===== src/rtl/run_ctrl_pkg.sv =====
// Shared encodings for the run controller: command codes, stop causes and
// FSM state encoding.
package run_ctrl_pkg;

  typedef enum logic [2:0] {
    CMD_NOP    = 3'd0,
    CMD_SET_PC = 3'd1,
    CMD_RUN    = 3'd2,
    CMD_STEP   = 3'd3,
    CMD_SET_BP = 3'd4,
    CMD_CLR_BP = 3'd5,
    CMD_QUIT   = 3'd6,
    CMD_RSVD   = 3'd7
  } cmd_e;

  typedef enum logic [1:0] {
    HALT_NONE = 2'd0,
    HALT_QUIT = 2'd1,
    HALT_BP   = 2'd2,
    HALT_STEP = 2'd3
  } halt_e;

  typedef enum logic [1:0] {
    ST_IDLE   = 2'd0,
    ST_LAUNCH = 2'd1,
    ST_RUN    = 2'd2,
    ST_STOP   = 2'd3
  } state_e;

endpackage


===== src/rtl/bp_match.sv =====
// Single hardware breakpoint: holds the breakpoint address and enable and
// flags a retire whose PC matches while enabled.
module bp_match (
  input  logic        clk,
  input  logic        rst_n,
  input  logic        set_bp,
  input  logic        clr_bp,
  input  logic [31:0] set_adr,
  input  logic        retire,
  input  logic [31:0] retire_pc,
  output logic        hit
);

  logic [31:0] bp_adr_r;
  logic        bp_en_r;

  // Breakpoint storage; set wins if both strobes were ever raised together.
  always_ff @(posedge clk or negedge rst_n) begin
    if (!rst_n) begin
      bp_adr_r <= 32'h0000_0000;
      bp_en_r  <= 1'b0;
    end else if (set_bp) begin
      bp_adr_r <= set_adr;
      bp_en_r  <= 1'b1;
    end else if (clr_bp) begin
      bp_en_r  <= 1'b0;
    end
  end

  // Match against the stored address; the caller gates retire by state.
  always_comb begin
    if (retire && bp_en_r && (retire_pc == bp_adr_r)) begin
      hit = 1'b1;
    end else begin
      hit = 1'b0;
    end
  end

endmodule


===== src/rtl/run_controller.sv =====
// Debug run controller: accepts host commands, launches the CPU, counts
// single-step retires, watches a breakpoint and stops the CPU on request.
module run_controller
  import run_ctrl_pkg::*;
#(
  parameter int STEP_W = 16
) (
  input  logic              clk,
  input  logic              rst_n,
  input  logic              cmd_valid,
  output logic              cmd_ready,
  input  logic [2:0]        cmd_code,
  input  logic [31:0]       cmd_data,
  input  logic              stall,
  input  logic              retire,
  input  logic [31:0]       retire_pc,
  output logic              cpu_start,
  output logic              quit_cmd,
  output logic [31:0]       start_adr,
  output logic              run_active,
  output logic [1:0]        halt_code,
  output logic [STEP_W-1:0] step_left
);

  localparam logic [STEP_W-1:0] STEP_ZERO = {STEP_W{1'b0}};
  localparam logic [STEP_W-1:0] STEP_ONE  = {{(STEP_W-1){1'b0}}, 1'b1};

  state_e             state_r;
  logic               cmd_ready_r;
  logic               cpu_start_r;
  logic               quit_cmd_r;
  logic [31:0]        start_adr_r;
  logic               run_active_r;
  halt_e              halt_code_r;
  logic [STEP_W-1:0]  step_left_r;
  logic               step_mode_r;

  cmd_e               cmd_code_s;
  logic               cmd_acc_s;
  logic               set_bp_s;
  logic               clr_bp_s;
  logic               run_retire_s;
  logic               bp_hit_s;
  logic               step_dec_s;
  logic               step_done_s;
  logic [STEP_W-1:0]  step_cnt_s;

  assign cmd_code_s = cmd_e'(cmd_code);
  assign step_cnt_s = cmd_data[STEP_W-1:0];

  // Command handshake decode and retire qualification for the current state.
  always_comb begin
    cmd_acc_s    = cmd_valid & cmd_ready_r;
    run_retire_s = retire & (state_r == ST_RUN);
    if (cmd_acc_s) begin
      set_bp_s = (cmd_code_s == CMD_SET_BP);
      clr_bp_s = (cmd_code_s == CMD_CLR_BP);
    end else begin
      set_bp_s = 1'b0;
      clr_bp_s = 1'b0;
    end
    if (run_retire_s && step_mode_r && (step_left_r != STEP_ZERO)) begin
      step_dec_s  = 1'b1;
      step_done_s = (step_left_r == STEP_ONE);
    end else begin
      step_dec_s  = 1'b0;
      step_done_s = 1'b0;
    end
  end

  bp_match u_bp_match (
    .clk       (clk),
    .rst_n     (rst_n),
    .set_bp    (set_bp_s),
    .clr_bp    (clr_bp_s),
    .set_adr   (cmd_data),
    .retire    (run_retire_s),
    .retire_pc (retire_pc),
    .hit       (bp_hit_s)
  );

  // Main FSM; every output is a register updated alongside the state.
  always_ff @(posedge clk or negedge rst_n) begin
    if (!rst_n) begin
      state_r      <= ST_IDLE;
      cmd_ready_r  <= 1'b1;
      cpu_start_r  <= 1'b0;
      quit_cmd_r   <= 1'b0;
      start_adr_r  <= 32'h0000_0000;
      run_active_r <= 1'b0;
      halt_code_r  <= HALT_NONE;
      step_left_r  <= STEP_ZERO;
      step_mode_r  <= 1'b0;
    end else begin
      cpu_start_r <= 1'b0;
      quit_cmd_r  <= 1'b0;
      case (state_r)
        ST_IDLE: begin
          if (cmd_acc_s) begin
            case (cmd_code_s)
              CMD_SET_PC: start_adr_r <= cmd_data;
              CMD_RUN: begin
                step_mode_r  <= 1'b0;
                halt_code_r  <= HALT_NONE;
                state_r      <= ST_LAUNCH;
                cmd_ready_r  <= 1'b0;
                cpu_start_r  <= 1'b1;
                run_active_r <= 1'b1;
              end
              CMD_STEP: begin
                if (step_cnt_s != STEP_ZERO) begin
                  step_left_r  <= step_cnt_s;
                  step_mode_r  <= 1'b1;
                  halt_code_r  <= HALT_NONE;
                  state_r      <= ST_LAUNCH;
                  cmd_ready_r  <= 1'b0;
                  cpu_start_r  <= 1'b1;
                  run_active_r <= 1'b1;
                end
              end
              default: ;
            endcase
          end
        end
        ST_LAUNCH: begin
          state_r     <= ST_RUN;
          cmd_ready_r <= 1'b1;
        end
        ST_RUN: begin
          if (step_dec_s) begin
            step_left_r <= step_left_r - STEP_ONE;
          end
          if (cmd_acc_s && (cmd_code_s == CMD_QUIT)) begin
            halt_code_r <= HALT_QUIT;
            state_r     <= ST_STOP;
            cmd_ready_r <= 1'b0;
            quit_cmd_r  <= 1'b1;
          end else if (bp_hit_s) begin
            halt_code_r <= HALT_BP;
            state_r     <= ST_STOP;
            cmd_ready_r <= 1'b0;
            quit_cmd_r  <= 1'b1;
          end else if (step_done_s) begin
            halt_code_r <= HALT_STEP;
            state_r     <= ST_STOP;
            cmd_ready_r <= 1'b0;
            quit_cmd_r  <= 1'b1;
          end
        end
        ST_STOP: begin
          if (stall) begin
            state_r      <= ST_IDLE;
            cmd_ready_r  <= 1'b1;
            run_active_r <= 1'b0;
          end
        end
        default: begin
          state_r      <= ST_IDLE;
          cmd_ready_r  <= 1'b1;
          run_active_r <= 1'b0;
        end
      endcase
    end
  end

  assign cmd_ready  = cmd_ready_r;
  assign cpu_start  = cpu_start_r;
  assign quit_cmd   = quit_cmd_r;
  assign start_adr  = start_adr_r;
  assign run_active = run_active_r;
  assign halt_code  = halt_code_r;
  assign step_left  = step_left_r;

endmodule


===== config.mk =====
export PLATFORM = sky130hd
export DESIGN_NAME = run_controller
export DESIGN_NICKNAME = d
export VERILOG_FILES = /design/src/rtl/run_ctrl_pkg.sv /design/src/rtl/bp_match.sv /design/src/rtl/run_controller.sv
export SDC_FILE = /design/constraint.sdc
export NUM_CORES = 1
export LEC_CHECK = 0
export BUFFER_PORTS_ARGS = -buffer_cell sky130_fd_sc_hd__buf_2
export CAP_MARGIN = 20
export CORE_AREA = 2 2 107 135
export CTS_BUF_LIST = sky130_fd_sc_hd__clkbuf_2
export CTS_CLUSTER_SIZE = 16
export DETAILED_ROUTE_END_ITERATION = 6
export DIE_AREA = 0 0 109 137
export PLACE_DENSITY = 0.6
export SYNTH_ARGS = -nofsm -noshare
export SYNTH_HDL_FRONTEND = slang
export SYNTH_SLANG_ARGS = --single-unit

===== constraint.sdc =====
create_clock -name clk -period 3.4 [get_ports clk]
set_input_delay 0.34 -clock clk [delete_from_list [all_inputs] [get_ports clk]]
set_output_delay 0.34 -clock clk [all_outputs]
set_load 0.05 [all_outputs]

==> results.json, run 1 <==
{
  "status": "finished, final reports clean",
  "fmax_mhz": 388,
  "rrSetupSlack_ns": 0.82,
  "ys_warn_count": 0,
  "synth_area_leaders": "dfrtp_1 50%, mux2_2 16%, a21oi_1 3.1%",
  "syn_area_per_cell_um2": 11.6,
  "syn_to_final_growth_pct": 27.2,
  "synth-seq-area-share_pct": 50.6,
  "critPathMaxFanout": 40,
  "power.total_w": 0.00481,
  "cts_buffers": 9,
  "swShare_pct": 47.9,
  "core_mm2": 0.0136,
  "power.leakage_nw": 2.63,
  "start_util_pct": 32.6,
  "yosys.area.top_type_share_pct": 50.1,
  "ioPinCount": 126,
  "maxSlewViolCount": 0,
  "clk_latency_ns": 0.55,
  "r2r-start": "state_r[0]$_DFFE_PN0P_",
  "power.share.sequential_pct": 38.7,
  "tightest_slew_ns": 0.907,
  "cp.required_ns": 3.91,
  "die_x_um": 109,
  "syn_inst": 385,
  "synth.ff_latch_count": 90,
  "cts_sinks": 90,
  "ir_drop_v": 0.000438,
  "synth_ff_type": "dfrtp_1",
  "nNetsFinal": 619,
  "synth_xor_area_share_pct": 6.30,
  "yosys.area.top_type": "dfrtp_1",
  "grt.busiest_layer": "met2",
  "die_area_mm2": 0.0149,
  "cts.path.max_buffers": 2,
  "use_met1_pct": 19.6,
  "gr-total-overflow": 0,
  "grt_pass1_wl_um": 19500,
  "worstSetupStartpoint": "state_r[0]$_DFFE_PN0P_",
  "rsz0062_at_grt": "false",
  "setup_violations": 0,
  "antenna_found_initial": 0,
  "hp-start": "cmd_data[12]",
  "synth_fp_nets": 465,
  "skew_ns": 0.0331,
  "clkPwrFrac_pct": 11.7,
  "p_per_area_mw_per_mm2": 850,
  "avgViaCountPerCell": 5.08,
  "diodes": 0,
  "p_sw_w": 0.00230,
  "synth_edf_count": 0,
  "synth_mux_area_share_pct": 17.0,
  "async_flop_share_pct": 100,
  "worstSetupPathType": "flip-flop to flip-flop",
  "post-route-util_pct": 41.5,
  "grt_pass1_vias": 3751,
  "synth_fa_ha_area_share_pct": 2.25,
  "synthDistinctLibCells": 51,
  "period_minus_slack_ns": 2.58,
  "cts_tree": "yes",
  "synth_compound_area_share_pct": 10.6,
  "track_usage_pct": 17.2,
  "cts-root-buf": "clkbuf_2",
  "min_path_type": "input pin to flip-flop",
  "std_cell_rows": 48,
  "finalHoldViolCount": 0,
  "synthSimpleGateAreaFrac_pct": 10.3,
  "drt_iter0_drc": 179,
  "n_fill_cell": 1349,
  "post-route-drc-count": 0,
  "syn_area_mm2": 0.00445,
  "cts.clk_slew.worst_paths_ns": 0.27,
  "cp.arrival_ns": 3.09,
  "drt-total-wl_um": 12500,
  "routabilityCongestion": 0.918,
  "internal-power_w": 0.00251,
  "drv_cap": 0,
  "post_cts_buffers": 0,
  "drtAntennaViolNets": 0,
  "vias": 3653,
  "slew_headroom_pct": 39.5,
  "wl_per_cell_um": 17.4,
  "p_comb_share_pct": 49.6,
  "final_layout_size_suffix_gt1_share_pct": 41.0,
  "h-tree-depth": 3,
  "final.period_utilization_pct": 75.9,
  "fin_tns_setup_ns": 0,
  "worst_setup_path_start_kind": "flip-flop",
  "dr.pass1.iters": 4,
  "grt_max_degree": 70,
  "dp_hpwl_um": 9310,
  "met2_usage_pct": 30.2,
  "dieHeight_um": 137,
  "end_kind": "flip-flop",
  "synth_top_family_by_area": "multiplexers",
  "use_met3_pct": 5.52,
  "io_buffers": 125
}
metal layers:
metal / vias to the layer above / wire length (um)
met4: 0 / 188
met5: - / 0
met3: 18 / 873
met2: 127 / 6500
met1: 1791 / 4930
li1: 1717 / -
worst max-delay path: stages, from the launching register on:
cell       delay [ns]
dfrtp_1          0.46
inv_1            0.13
ha_1             0.29
buf_4            0.38
and3_1           0.37
o21ai_4          0.15
or4_1            0.45
a21oi_1          0.17
a2bb2oi_1        0.16
per-stage QoR:
stage | instance area, um2 | hold WS [ns] | cells | setup WS (ns)
final | 5660 | 0.0883 | 719 | 0.821
after global routing | 5660 | 0.000757 | 719 | 0.614
after CTS | 5610 | 0.00246 | 714 | 0.832
after detailed placement | 5290 | 0.460 | 677 | 0.847
after global placement | 5290 | 0.460 | 677 | 0.962
after floorplan | 4450 | 0.0444 | 385 | 0.922
layout make-up:
class,instances,area [um2],share of cell area [%]
sequential,90,2250,39.8
multi-input combinational,266,2080,36.7
timing repair buffer,158,941,16.6
tap,175,219,3.87
clock inverter,7,68.8,1.22
inverter,14,52.6,0.929
clock buffer,9,45.0,0.796
kinds of logic (layout without fill, tap and decap cells):
| kind of cell | Yosys count | count (layout) |
|---|---|---|
| xor gates and xnor gates | 32 | 32 |
| and+or+nand+nor | 82 | 82 |
| buffers and inverters | 29 | 188 |
| DFF | 90 | 90 |
| AOI/OAI and AO/OA | 77 | 77 |
| adders and majority gates | 8 | 8 |
| muxes | 67 | 67 |
flip-flops by register name, summed over array words and instances, names as in the netlist, 2 cells and up:
name                 flops
halt_code                2
start_adr               32
state_r                  2
u_bp_match.bp_adr_r     32
step_left               16
cell usage after synthesis (3+ instances only):
cell / instances
o21ai_0: 20
a2bb2oi_1: 3
nand2_1: 17
o32ai_1: 3
xor2_1: 16
mux2_2: 64
o22ai_1: 7
clkbuf_1: 8
nor2_1: 13
nor3_1: 7
xnor2_1: 16
nand3_1: 5
nor4_1: 9
buf_2: 5
a21oi_1: 28
dfrtp_1: 89
or3_1: 4
or4_1: 5
inv_1: 13
nand4_1: 10
ha_1: 8
path summary, 6_finish.rpt:
check	end	cells after the start
min reg2reg	step_mode_r$_DFFE_PN0P_	2
min in group asynchronous	step_left[15]$_DFFE_PN0P_	2
min	start_adr[12]$_DFFE_PN0P_	2
max	step_left[3]$_DFFE_PN0P_	8
max in group asynchronous	u_bp_match.bp_adr_r[22]$_DFFE_PN0P_	3
max reg2reg	step_left[3]$_DFFE_PN0P_	8
placed cells by master (no fill, tap or decap), types with 2 or more instances in the layout:
cell           netlist  routed
a21o_1               2       2
a21oi_1             28      28
a2bb2oi_1            3       3
buf_2                5     124
buf_4                0       8
clkbuf_2             0       9
clkinv_1             1       2
clkinv_2             0       2
dfrtp_1             89      89
dlygate4sd3_1        0      26
ha_1                 8       8
inv_1               13      13
mux2_2              64      64
mux2i_1              2       2
nand2_1             17      17
nand3_1              5       5
nand4_1             10      10
nor2_1              13      12
nor2_4               1       2
nor3_1               7       7
nor4_1               9       9
o211ai_1             2       2
o21ai_0             20      20
o22ai_1              7       7
o32ai_1              3       3
or3_1                4       4
or4_1                5       5
or4_4                2       2
xnor2_1             16      16
xor2_1              16      16
power groups by stage:
stage               clock (W)  combinational, W  sequential [W]
floorplan                   0           0.00105         0.00257
global placement            0           0.00233         0.00186
detailed placement          0           0.00237         0.00189
CTS                  0.000587           0.00240         0.00186
global route         0.000632           0.00257         0.00193
finish               0.000562           0.00239         0.00186
timing repair:
action / in CTS / in global routing
resized for setup: 0 / 0
hold buffers: 21 / 5
hold endpoints to repair: 104 / 6
No activity file was read; power rests on OpenSTA's default activity.
==> run 2, diff against run 1 <==
--- a/config.mk
+++ b/config.mk
@@ -5,13 +5,14 @@
 export SDC_FILE = /design/constraint.sdc
 export NUM_CORES = 1
 export LEC_CHECK = 0
+export ABC_AREA = 1
 export BUFFER_PORTS_ARGS = -buffer_cell sky130_fd_sc_hd__buf_2
 export CAP_MARGIN = 20
-export CORE_AREA = 2 2 107 135
+export CORE_AREA = 2 2 109 138
 export CTS_BUF_LIST = sky130_fd_sc_hd__clkbuf_2
 export CTS_CLUSTER_SIZE = 16
 export DETAILED_ROUTE_END_ITERATION = 6
-export DIE_AREA = 0 0 109 137
+export DIE_AREA = 0 0 111 140
 export PLACE_DENSITY = 0.6
 export SYNTH_ARGS = -nofsm -noshare
 export SYNTH_HDL_FRONTEND = slang
==> constraint.sdc (replaced) <==
create_clock -name clk -period 2.6 [get_ports clk]
set_input_delay 0.26 -clock clk [delete_from_list [all_inputs] [get_ports clk]]
set_output_delay 0.26 -clock clk [all_outputs]
set_load 0.05 [all_outputs]
==> results.json, run 2 <==
{
  "synth_fp_nets": 646,
  "setup_violations": 0,
  "p_sw_w": 0.000643,
  "cp.required_ns": 3.08,
  "drt_iter0_drc": 211,
  "seq_area_mm2": 0.00225,
  "synth_edf_count": 0,
  "final_cell_mix": "142 x nand2_1, 124 x buf_2, 89 x dfrtp_1",
  "gr-total-overflow": 0,
  "fmax_mhz": 488,
  "io_buffers": 125,
  "synth.ff_latch_count": 90,
  "core_mm2": 0.0142,
  "ioPinCount": 126,
  "critPathMaxFanout": 8,
  "swShare_pct": 26.0,
  "layout_commonest_cell": "nand2_1",
  "worst_setup_path_start_kind": "flip-flop",
  "drv_cap": 0,
  "period_minus_slack_ns": 2.05,
  "p_comb_share_pct": 8.4,
  "maxSlewViolCount": 0,
  "start_util_pct": 32.5,
  "slew_headroom_pct": 62.3,
  "routabilityCongestion": 0.798,
  "dieHeight_um": 140,
  "finalHoldViolCount": 0,
  "post_cts_buffers": 0,
  "cts.path.max_buffers": 2,
  "post-route-drc-count": 0,
  "yosysMostFrequentCell": "nand2_1",
  "internal-power_w": 0.00183,
  "cts_tree": "yes",
  "clk_latency_ns": 0.55,
  "syn_to_final_growth_pct": 28.5,
  "power.share.sequential_pct": 56.8,
  "yosys.area.top_type": "dfrtp_1",
  "wl_per_cell_um": 13.5,
  "worstSetupPathType": "flip-flop to flip-flop",
  "nNetsFinal": 805,
  "post-route-util_pct": 41.8,
  "skew_ns": 0.0250,
  "vias": 4095,
  "synth_common_cells": "143 x nand2_1, 89 x dfrtp_1, 84 x o21ai_0",
  "yosys.area.top_type_share_pct": 48.3,
  "n_fill_cell": 1471,
  "cts_buffers": 9,
  "fin_tns_setup_ns": 0,
  "syn_area_mm2": 0.00461,
  "synth_ff_type": "dfrtp_1",
  "power.total_w": 0.00248,
  "h-tree-depth": 3,
  "rrSetupSlack_ns": 0.55,
  "synth_area_leaders": "dfrtp_1 48%, nand2_1 12%, o21ai_0 9.1%",
  "drt-total-wl_um": 12300,
  "cp.arrival_ns": 2.53,
  "synth-seq-area-share_pct": 48.9,
  "min_path_type": "input pin to flip-flop",
  "std_cell_rows": 49,
  "die_x_um": 111,
  "ys_warn_count": 0,
  "syn_inst": 566,
  "final.period_utilization_pct": 78.9,
  "track_usage_pct": 16.1,
  "status": "finished, final reports clean",
  "p_per_area_mw_per_mm2": 418,
  "ir_drop_v": 0.000185,
  "end_kind": "flip-flop",
  "power.leakage_nw": 3.10,
  "dp_hpwl_um": 8960,
  "rsz0062_at_grt": "false",
  "dr.pass1.iters": 5,
  "grt_pass1_wl_um": 19900,
  "avgViaCountPerCell": 4.50,
  "drtAntennaViolNets": 0,
  "cts.clk_slew.worst_paths_ns": 0.29,
  "antenna_found_initial": 1,
  "async_flop_share_pct": 100,
  "die_area_mm2": 0.0155,
  "grt_pass1_vias": 3864,
  "clkPwrFrac_pct": 34.8,
  "synthDistinctLibCells": 37,
  "multi_input_area_mm2": 0.00198,
  "syn_area_per_cell_um2": 8.14,
  "final_layout_size_suffix_gt1_share_pct": 24.2,
  "cts-root-buf": "clkbuf_2",
  "tightest_slew_ns": 0.565,
  "cts_sinks": 90,
  "grt_max_degree": 91
}
run 2: cell types whose count changed after synthesis, sizes merged, moves of 17 or more:
cell	delta
nand2	+129
inv	+58
mux2	-65
o21ai	+72
nor2	+37
a21oi	-19
nand3	+17
run 2: cell families after synthesis:
logic type	synth area share (%)
adders and majority gates	2.17
AOI/OAI and AO/OA	12.7
xor gates and xnor gates	5.32
DFF	48.9
buffers and inverters	8.39
and+or+nand+nor	22.5
run 2: through the flow:
step | hold WS, ns | cell area (um2) | worst slack (ns) | std cells
2_1_floorplan | -0.0356 | 4610 | 0.785 | 566
4_1_cts | 0.00606 | 5910 | 0.564 | 907
5_1_grt | 0.0222 | 5920 | 0.320 | 909
3_3_place_gp | 0.349 | 5420 | 0.683 | 857
6_report | 0.0911 | 5920 | 0.549 | 909
3_5_place_dp | 0.351 | 5420 | 0.597 | 857
run 2: what timing repair did:
action,4_1_cts,5_1_grt
hold buffers,34,1
gates resized for setup,0,0
endpoints found under the hold margin,153,1
run 2: worst max-delay path, cell delays in order, from the launching register on:
cell and delay, ns:
dfrtp_1 0.47, inv_1 0.11, ha_1 0.31, nand2_1 0.12, nor2_1 0.09, nand2_1 0.06
nor2_1 0.09, nand3_1 0.08, nor2_1 0.15, nand3_1 0.17, nand3_4 0.13, nand2_1 0.10
nand2_1 0.07, nand2_1 0.04
run 2: final cells by class:
class                   instances  area share, %
flip-flops and latches         90           38.1
multi-input cells             384           33.4
repair buffers                168           17.7
inverters                      72           4.56
well taps                     178           3.76
clock inverters                 7           1.71
clock buffers                   9          0.761
diodes                          1         0.0423
run 2: worst paths after layout:
kind / startpoint / endpoint / depth (start not counted)
worst max-delay path: state_r[0]$_DFFE_PN0P_ / state_r[1]$_DFFE_PN0P_ / 13
worst min-delay path: cmd_data[15] / start_adr[15]$_DFFE_PN0P_ / 3
worst max register to register: state_r[0]$_DFFE_PN0P_ / state_r[1]$_DFFE_PN0P_ / 13
worst min register to register: cmd_ready$_DFFE_PN1P_ / cmd_ready$_DFFE_PN1P_ / 2
max in group asynchronous: rst_n / u_bp_match.bp_adr_r[14]$_DFFE_PN0P_ / 3
min in group asynchronous: rst_n / start_adr[27]$_DFFE_PN0P_ / 3
run 2: power groups by stage:
stage / clock (W) / combinational (W) / sequential [W]
after global placement: 0 / 0.000173 / 0.00143
after global routing: 0.000962 / 0.000235 / 0.00141
after CTS: 0.000893 / 0.000211 / 0.00141
after floorplan: 0 / 0.0000538 / 0.00143
final: 0.000861 / 0.000209 / 0.00141
after detailed placement: 0 / 0.000172 / 0.00143
run 2: layer usage:
metal  wire (um)  vias to the layer above  track usage [%]  part of all wire (%)
met2        6050                      100             26.8                    49
met3         475                        4             2.81                   3.9
met1        5650                     1877             21.6                    46
met5           0                        -                0                     0
met4          79                        0             4.93                  0.64
li1            -                     2114                -                     -
